### config.mk
export PLATFORM = sky130hd
export DESIGN_NAME = hdmi_video_sched
export DESIGN_NICKNAME = d
export VERILOG_FILES = /design/src/rtl/hdmi_video_pkg.sv /design/src/rtl/hdmi_video_timing.sv /design/src/rtl/hdmi_video_sched.sv
export SDC_FILE = /design/constraint.sdc
export NUM_CORES = 1
export LEC_CHECK = 0
export BUFFER_PORTS_ARGS = -buffer_cell sky130_fd_sc_hd__buf_4
export CORE_MARGIN = 3
export CORE_UTILIZATION = 55
export DETAILED_ROUTE_END_ITERATION = 10
export GPL_TIMING_DRIVEN = 0
export PLACE_DENSITY = 0.8
export SLEW_MARGIN = 5
export SYNTH_ARGS = -nofsm -noshare
export SYNTH_HDL_FRONTEND = slang
export SYNTH_SLANG_ARGS = --single-unit
### constraint.sdc
create_clock -name clk_pixel -period 5.45 [get_ports clk_pixel]
set_input_delay 1.09 -clock clk_pixel [delete_from_list [all_inputs] [get_ports clk_pixel]]
set_output_delay 1.09 -clock clk_pixel [all_outputs]
set_load 0.02 [all_outputs]
### src/rtl/hdmi_video_pkg.sv
// Shared 640x480@60 timing defaults and the scheduler state type for the HDMI video path.
package hdmi_video_pkg;

  localparam int VGA_BPC      = 4;
  localparam int VGA_H_ACTIVE = 640;
  localparam int VGA_H_FP     = 16;
  localparam int VGA_H_SYNC   = 96;
  localparam int VGA_H_BP     = 48;
  localparam int VGA_V_ACTIVE = 480;
  localparam int VGA_V_FP     = 10;
  localparam int VGA_V_SYNC   = 2;
  localparam int VGA_V_BP     = 33;

  localparam int VGA_H_TOTAL = VGA_H_ACTIVE + VGA_H_FP + VGA_H_SYNC + VGA_H_BP;
  localparam int VGA_V_TOTAL = VGA_V_ACTIVE + VGA_V_FP + VGA_V_SYNC + VGA_V_BP;
  localparam int VGA_HCNT_W  = $clog2(VGA_H_TOTAL);
  localparam int VGA_VCNT_W  = $clog2(VGA_V_TOTAL);

  typedef enum logic [1:0] {
    ST_IDLE = 2'd0,
    ST_SYNC = 2'd1,
    ST_RUN  = 2'd2
  } sched_state_t;

endpackage

### src/rtl/hdmi_video_timing.sv
// Free-running raster counters with active / sync / frame-origin decode.
// Carries no pixel flow so other video blocks can reuse it.
module hdmi_video_timing
  import hdmi_video_pkg::*;
#(
  parameter int H_ACTIVE = VGA_H_ACTIVE,
  parameter int H_FP     = VGA_H_FP,
  parameter int H_SYNC   = VGA_H_SYNC,
  parameter int H_BP     = VGA_H_BP,
  parameter int V_ACTIVE = VGA_V_ACTIVE,
  parameter int V_FP     = VGA_V_FP,
  parameter int V_SYNC   = VGA_V_SYNC,
  parameter int V_BP     = VGA_V_BP
) (
  input  logic clk_pixel,
  input  logic resetn,
  output logic active,
  output logic hsync,
  output logic vsync,
  output logic origin
);

  localparam int H_TOT = H_ACTIVE + H_FP + H_SYNC + H_BP;
  localparam int V_TOT = V_ACTIVE + V_FP + V_SYNC + V_BP;
  localparam int HW    = $clog2(H_TOT);
  localparam int VW    = $clog2(V_TOT);

  localparam logic [HW-1:0] H_LAST  = HW'(H_TOT - 1);
  localparam logic [HW-1:0] H_AEND  = HW'(H_ACTIVE);
  localparam logic [HW-1:0] HS_BEG  = HW'(H_ACTIVE + H_FP);
  localparam logic [HW-1:0] HS_END  = HW'(H_ACTIVE + H_FP + H_SYNC);
  localparam logic [VW-1:0] V_LAST  = VW'(V_TOT - 1);
  localparam logic [VW-1:0] V_AEND  = VW'(V_ACTIVE);
  localparam logic [VW-1:0] VS_BEG  = VW'(V_ACTIVE + V_FP);
  localparam logic [VW-1:0] VS_END  = VW'(V_ACTIVE + V_FP + V_SYNC);

  logic [HW-1:0] hcnt;
  logic [VW-1:0] vcnt;

  always_ff @(posedge clk_pixel or negedge resetn) begin
    if (!resetn) begin
      hcnt <= '0;
      vcnt <= '0;
    end else if (hcnt == H_LAST) begin
      hcnt <= '0;
      vcnt <= (vcnt == V_LAST) ? '0 : vcnt + VW'(1);
    end else begin
      hcnt <= hcnt + HW'(1);
    end
  end

  assign active = (hcnt < H_AEND) && (vcnt < V_AEND);
  assign hsync  = (hcnt >= HS_BEG) && (hcnt < HS_END);
  assign vsync  = (vcnt >= VS_BEG) && (vcnt < VS_END);
  assign origin = (hcnt == '0) && (vcnt == '0);

endmodule

### src/rtl/hdmi_video_sched.sv
// Pulls pixels from a valid/ready stream exactly when the raster needs them and
// drives registered colour / sync / blank to the HDMI output stage.
//   state | meaning
//   IDLE  | no pixel flow, raster free-runs with fill colour
//   SYNC  | dropping beats until an SOF beat is held for the next frame origin
//   RUN   | one beat consumed per active pixel
module hdmi_video_sched
  import hdmi_video_pkg::*;
#(
  parameter int BPC      = VGA_BPC,
  parameter int H_ACTIVE = VGA_H_ACTIVE,
  parameter int H_FP     = VGA_H_FP,
  parameter int H_SYNC   = VGA_H_SYNC,
  parameter int H_BP     = VGA_H_BP,
  parameter int V_ACTIVE = VGA_V_ACTIVE,
  parameter int V_FP     = VGA_V_FP,
  parameter int V_SYNC   = VGA_V_SYNC,
  parameter int V_BP     = VGA_V_BP,
  parameter logic [3*BPC-1:0] FILL_RGB = '0
) (
  input  logic           clk_pixel,
  input  logic           resetn,
  input  logic           enable,
  input  logic           in_tvalid,
  output logic           in_tready,
  input  logic [3*BPC-1:0] in_tdata,
  input  logic           in_tuser,
  output logic [BPC-1:0] rout,
  output logic [BPC-1:0] gout,
  output logic [BPC-1:0] bout,
  output logic           hsync_n,
  output logic           vsync_n,
  output logic           hblnk_n,
  output logic           frame_start,
  output logic           err_underflow,
  output logic           err_sync,
  output logic           running
);

  logic active, hsync, vsync, origin;
  sched_state_t state_q, state_d;
  logic take, uf_d, se_d;
  logic [3*BPC-1:0] rgb_q;

  hdmi_video_timing #(
    .H_ACTIVE (H_ACTIVE),
    .H_FP     (H_FP),
    .H_SYNC   (H_SYNC),
    .H_BP     (H_BP),
    .V_ACTIVE (V_ACTIVE),
    .V_FP     (V_FP),
    .V_SYNC   (V_SYNC),
    .V_BP     (V_BP)
  ) u_timing (
    .clk_pixel (clk_pixel),
    .resetn    (resetn),
    .active    (active),
    .hsync     (hsync),
    .vsync     (vsync),
    .origin    (origin)
  );

  always_comb begin
    state_d   = state_q;
    in_tready = 1'b0;
    take      = 1'b0;
    uf_d      = 1'b0;
    se_d      = 1'b0;
    case (state_q)
      ST_IDLE: begin
        if (enable && origin) state_d = ST_SYNC;
      end
      ST_SYNC: begin
        if (origin && !enable) begin
          state_d = ST_IDLE;
        end else if (in_tvalid && in_tuser) begin
          // SOF stays at the head until the raster reaches its origin
          if (origin) begin
            in_tready = 1'b1;
            take      = 1'b1;
            state_d   = ST_RUN;
          end
        end else begin
          in_tready = 1'b1;
        end
      end
      ST_RUN: begin
        if (origin && !enable) begin
          state_d = ST_IDLE;
        end else if (active) begin
          if (!in_tvalid) begin
            uf_d = 1'b1;
          end else if (in_tuser != origin) begin
            // misplaced or missing SOF: leave the beat for SYNC to judge
            se_d    = 1'b1;
            state_d = ST_SYNC;
          end else begin
            in_tready = 1'b1;
            take      = 1'b1;
          end
        end
      end
      default: state_d = ST_IDLE;
    endcase
  end

  always_ff @(posedge clk_pixel or negedge resetn) begin
    if (!resetn) begin
      state_q       <= ST_IDLE;
      rgb_q         <= FILL_RGB;
      hsync_n       <= 1'b1;
      vsync_n       <= 1'b1;
      hblnk_n       <= 1'b1;
      frame_start   <= 1'b0;
      err_underflow <= 1'b0;
      err_sync      <= 1'b0;
    end else begin
      state_q       <= state_d;
      rgb_q         <= take ? in_tdata : FILL_RGB;
      hsync_n       <= ~hsync;
      vsync_n       <= ~vsync;
      hblnk_n       <= ~active;
      frame_start   <= origin;
      err_underflow <= uf_d;
      err_sync      <= se_d;
    end
  end

  assign rout    = rgb_q[BPC-1:0];
  assign gout    = rgb_q[2*BPC-1:BPC];
  assign bout    = rgb_q[3*BPC-1:2*BPC];
  assign running = (state_q == ST_RUN);

endmodule

======== Word-level counts from Yosys, hierarchy flattened ========
Index checks and enable logic that the tools add are counted.
cells by class
  muxes and demuxes ....................... 32
  bitwise operators ....................... 3
  add/subtract/negate cells ............... 2
  equal/unequal tests ..................... 11
  magnitude comparators ................... 6
  reduce and logical (&&, ||, !) cells .... 12
operators by type and width
  kind                     count
  $add A10 B1 Y10 const B  2
  $eq A10 B10 Y1 const B   2
  $logic_not A10 Y1        2
  $lt A10 B10 Y1 const B   2
  $lt A10 B9 Y1 const B    2
  $mux W10                 2
  $mux W1                  18
  $mux W2                  8
  $mux W12                 1
  $ge A10 B10 Y1 const B   1
  $ge A10 B9 Y1 const B    1
  $logic_and A1 B1 Y1      7
  $ne A3 B1 Y1 const B     2
  $ne A3 B3 Y1 const B     2
  $pmux W2 S3              1
  $reduce_and A6 Y1        1
  $pmux W1 S2              2
  $ne A3 B2 Y1 const B     1
  $not A1 Y1               3
  $eq A2 B1 Y1 const B     1
  $eq A2 B2 Y1 const B     1
  $logic_not A2 Y1         1
  $ne A2 B2 Y1 const B     1
  $logic_not A1 Y1         1
  $ne A1 B1 Y1             1
storage, ports and cells
  bits in registers ....................... 40
  logic and storage cells ................. 76

======== Depth between registers and ports, before layout ========
  word-level depth ........................ 9
  mapped depth ............................ 9

======== By module ========
From an unflattened synthesis, not the netlist that was laid out.
second synthesis, totals
  cells, all modules ...................... 189
  area, all modules ....................... 1999.4 um^2
modules (own cells, without submodules)
  module             instances  cells an instance  seq. area each (um^2)  area each (um^2)
  hdmi_video_timing  1          122                500.5                  1161.1
  hdmi_video_sched   1          67                 504.2                  838.3

======== Worst setup path after synthesis ========
OpenSTA, ideal clock, no wires.
  kind .................................... flip-flop to output port
  start ................................... reg u_timing.hcnt[5]
  end ..................................... out in_tready
  buffers on the path ..................... 0
  data required time ...................... 4360 ps
  path slack .............................. 2207 ps
  cell stages (with the launch flop) ...... 7
  arrival ................................. 2153 ps
  cell sequence ........................... dfrtp_1 > or3_4 > or4_4 > or3_4 > o21ai_4 > nor3_1 > o21a_1
on the way
  word-level cells in the longest chain between the ends .. 8
ends and longest elaborated chain
  what                                                                    RTL line                 source
  start, declared                                                         hdmi_video_timing.sv:37  logic [HW-1:0] hcnt;
  start signal, assigned                                                  hdmi_video_timing.sv:48  hcnt <= hcnt + HW'(1);
  parallel branches: the longest is 7 deep, another holds $lt A10 B10 Y1  -
  $pmux W1 S2 (*)                                                         hdmi_video_sched.sv:69   case (state_q)
  end, declared                                                           hdmi_video_sched.sv:25   output logic in_tready,
Mark *: on every way between the ends.

======== Worst setup path after layout ========
Ends and elaborated chain as after synthesis.

==> flow_metrics.env <==
export IMPL_status="complete, no violations"
export IMPL_drtIter0Drc=75
export IMPL_clk_latency_ns=0.34
export IMPL_cp_slowest_cell="dfrtp_1"
export IMPL_synth_fp_nets=207
export IMPL_routedWlPerCell_um=13.7
export IMPL_synth_warnings=0
export IMPL_path_buf_inv=1
export IMPL_final_seq_area_um2=1000
export IMPL_grt_max_degree=41
export IMPL_grt_pass1_vias=1444
export IMPL_avgViaCountPerCell=5.47
export IMPL_drc=0
export IMPL_ys_seq_area_frac=0.528
export IMPL_ctsHoldBuffers=0
export IMPL_postPlaceCellArea_um2=2230
export IMPL_finalNetCount=250
export IMPL_die_x_um=64.8
export IMPL_die_area_um2=4200
export IMPL_pin_count=37
export IMPL_r2r_end="state_q[1]$_DFFE_PN0P_"
export IMPL_track_usage=0.204
export IMPL_crit_type="flip-flop to output port"
export IMPL_setup_viol=0
export IMPL_start_kind="flip-flop"
export IMPL_netlist_area_um2=1900
export IMPL_ctsResizeCount=0
export IMPL_avgSynthCellArea_um2=10.5
export IMPL_peakVddDrop_mv=0.155
export IMPL_crit_fanout=6
export IMPL_tightest_slew_ns=0.750
export IMPL_place_congestion=0.873
export IMPL_whs_endpoint="u_timing.hcnt[0]$_DFF_PN0_"
export IMPL_tns_ns=0
export IMPL_cp_slowest_stage_delay_ns=0.45
export IMPL_fin_crit_sh=0.701
export IMPL_initial_utilization=0.599
export IMPL_cts_path_max_buffers=2
export IMPL_wl_um=3690
export IMPL_multiInputGateArea_um2=835
export IMPL_ff2ff_setup_slack_ns=2.82
export IMPL_drt_pass1_iter_count=4
export IMPL_p_leak_uw=0.00116
export IMPL_ys_ff_latch=40
export IMPL_slew_violations=0
export IMPL_grt_ovfl_total=0
export IMPL_critPathArrivalTime_ns=2.73
export IMPL_antennaDiodeCount=0
export IMPL_crit_family="simple AND/OR/NAND/NOR gates"
export IMPL_cts_sinks=40
export IMPL_path_cells="or3_4, or4_4, or3_4, o21ai_4, nor3_1, o21a_1, buf_4"
export IMPL_fin_crit_ns=3.82
export IMPL_vias=1476
export IMPL_area_growth_pct=20.2
export IMPL_antenna_found_initial=0
export IMPL_fin_area_um2=2290
export IMPL_synthDistinctLibCells=37
export IMPL_cts_inserted_buffers=5
export IMPL_holdCritStartpoint="u_timing.hcnt[0]$_DFF_PN0_"
export IMPL_post_cts_repair_setup_buffers=0
export IMPL_finClkSkew_ns=0.00614
export IMPL_core_area_um2=3180
export IMPL_rows=20
export IMPL_relSlewSlack=0.496
export IMPL_root_buffer="clkbuf_4"
export IMPL_endpoint_kind="output port"
export IMPL_clk_pin_slew_ns=0.11
export IMPL_die_h_um=64.8
export IMPL_max_freq_mhz=262
export IMPL_ant_nets=0
export IMPL_fill_cells=231
export IMPL_r2r_start="u_timing.hcnt[5]$_DFF_PN0_"
export IMPL_rsz0062_at_grt="no"
export IMPL_hold_viol_final=0
export IMPL_cp_common_cell="or3_4"
export IMPL_crit_required_ns=4.36
export IMPL_grt_pass1_wl_um=6480
export IMPL_io_buffers=36
export IMPL_cts_tree="done"
export IMPL_drv_cap=0
export IMPL_synthCells=182
export IMPL_cts_htree_levels=2
export IMPL_hold_class="flip-flop to flip-flop"
export IMPL_powerDensity_nw_per_um2=284
export IMPL_drive_gt1_frac=0.248
export IMPL_hpwl_um=2860
export IMPL_r2r_cells=6
export IMPL_whs_path_depth=1
==> registers in the layout, indices dropped and copies added, names as in the netlist <==
signal / flops
err_sync: 1
err_underflow: 1
frame_start: 1
hblnk_n: 1
hsync_n: 1
rgb_q: 12
state_q: 2
u_timing.hcnt: 10
u_timing.vcnt: 10
vsync_n: 1
==> cells by family (layout without fill, tap and decap cells) <==
| kind of cell | count (synthesis) | count (layout) | share of synthesized area |
|---|---|---|---|
| buffers and inverters | 15 | 59 | 0.0335 |
| adders and majority gates | 8 | 8 | 0.0526 |
| DFF | 40 | 40 | 0.528 |
| muxes | 3 | 3 | 0.0191 |
| AOI/OAI and AO/OA | 24 | 24 | 0.0835 |
| and+or+nand+nor | 80 | 80 | 0.228 |
| xor gates and xnor gates | 12 | 12 | 0.0552 |
==> cells in the mapped netlist <==
library cell	n	area, um^2
xor2_1	6	52.6
or3_1	1	6.26
nor2b_1	2	12.5
or4_4	1	11.3
o21a_1	1	7.51
a21oi_1	3	15.0
o31ai_2	1	12.5
dfrtp_1	37	926
ha_1	8	100
a41oi_1	1	8.76
nand3b_1	1	7.51
nor3_1	4	20.0
inv_1	11	41.3
nor3b_1	1	7.51
and2_1	2	12.5
mux2_1	1	11.3
o211a_4	1	17.5
or3_4	2	22.5
nand4_1	6	37.5
nand3_1	6	30.0
mux2i_1	1	10.0
and3_2	3	22.5
o21ai_0	15	75.1
nand2b_1	2	12.5
clkbuf_1	3	11.3
mux2_4	1	15.0
o22ai_1	1	6.26
nand2_1	16	60.1
buf_6	1	11.3
xnor2_1	6	52.6
o21ai_4	1	16.3
and3_1	13	81.3
or4_1	2	15.0
nor4b_1	1	8.76
dfstp_2	3	78.8
nor2_1	16	60.1
nor4_1	1	6.26
==> worst max path at each step <==
stage,cells past startpoint,startpoint,endpoint,slack [ns]
global route,7,u_timing.hcnt[5]$_DFF_PN0_,in_tready,1.49
CTS,7,u_timing.hcnt[5]$_DFF_PN0_,in_tready,1.61
finish,7,u_timing.hcnt[5]$_DFF_PN0_,in_tready,1.63
global placement,7,u_timing.hcnt[5]$_DFF_PN0_,in_tready,2.04
floorplan,6,u_timing.hcnt[5]$_DFF_PN0_,in_tready,2.21
detailed placement,7,u_timing.hcnt[5]$_DFF_PN0_,in_tready,2.00
==> final cells by class <==
| class | instances | area share |
|---|---|---|
| Timing Repair Buffer | 36 | 0.118 |
| Sequential cell | 40 | 0.439 |
| Inverter | 11 | 0.0181 |
| Clock buffer | 8 | 0.0257 |
| Multi-Input combinational cell | 127 | 0.365 |
| Tap cell | 44 | 0.0241 |
| Buffer | 4 | 0.00985 |
==> power by group <==
part | total [uW] | switching, uW | internal [uW]
registers | 320 | 10.1 | 310
clock network | 154 | 90.2 | 63.8
logic | 175 | 95.3 | 79.4
==> cells in the final DEF, fill, tap and decap left out, types with 2 or more instances in the layout <==
master	count
ha_1	8
or3_4	2
inv_1	11
buf_4	36
and3_1	13
o21ai_0	15
nand4_1	6
clkbuf_4	5
nand2_1	16
xor2_1	6
nand2b_1	2
nor2b_1	2
nor2_1	16
clkbuf_1	5
dfrtp_1	37
a21oi_1	3
and3_2	3
and2_1	2
nor3_1	4
dfstp_2	3
nand3_1	6
or4_1	2
xnor2_1	6
==> metrics by stage <==
step	setup slack [ns]	hold WS, ns	total power (uW)	utilization	std cells
4_1_cts	1.61	0.495	653	0.720	270
3_5_place_dp	2.00	0.479	500	0.701	262
3_3_place_gp	2.04	0.469	488	0.701	262
6_report	1.63	0.491	649	0.720	270
2_1_floorplan	2.21	0.455	438	-	182
5_1_grt	1.49	0.521	690	0.720	270
==> layer usage <==
| layer | global-route usage | routed length (um) | vias up |
|---|---|---|---|
| met4 | 0.0633 | 21 | 0 |
| met2 | 0.333 | 1920 | 54 |
| met3 | 0.0711 | 217 | 2 |
| met1 | 0.253 | 1540 | 707 |
| met5 | 0 | 0 | - |
| li1 | - | - | 713 |
(Power assumes the default switching activity.)
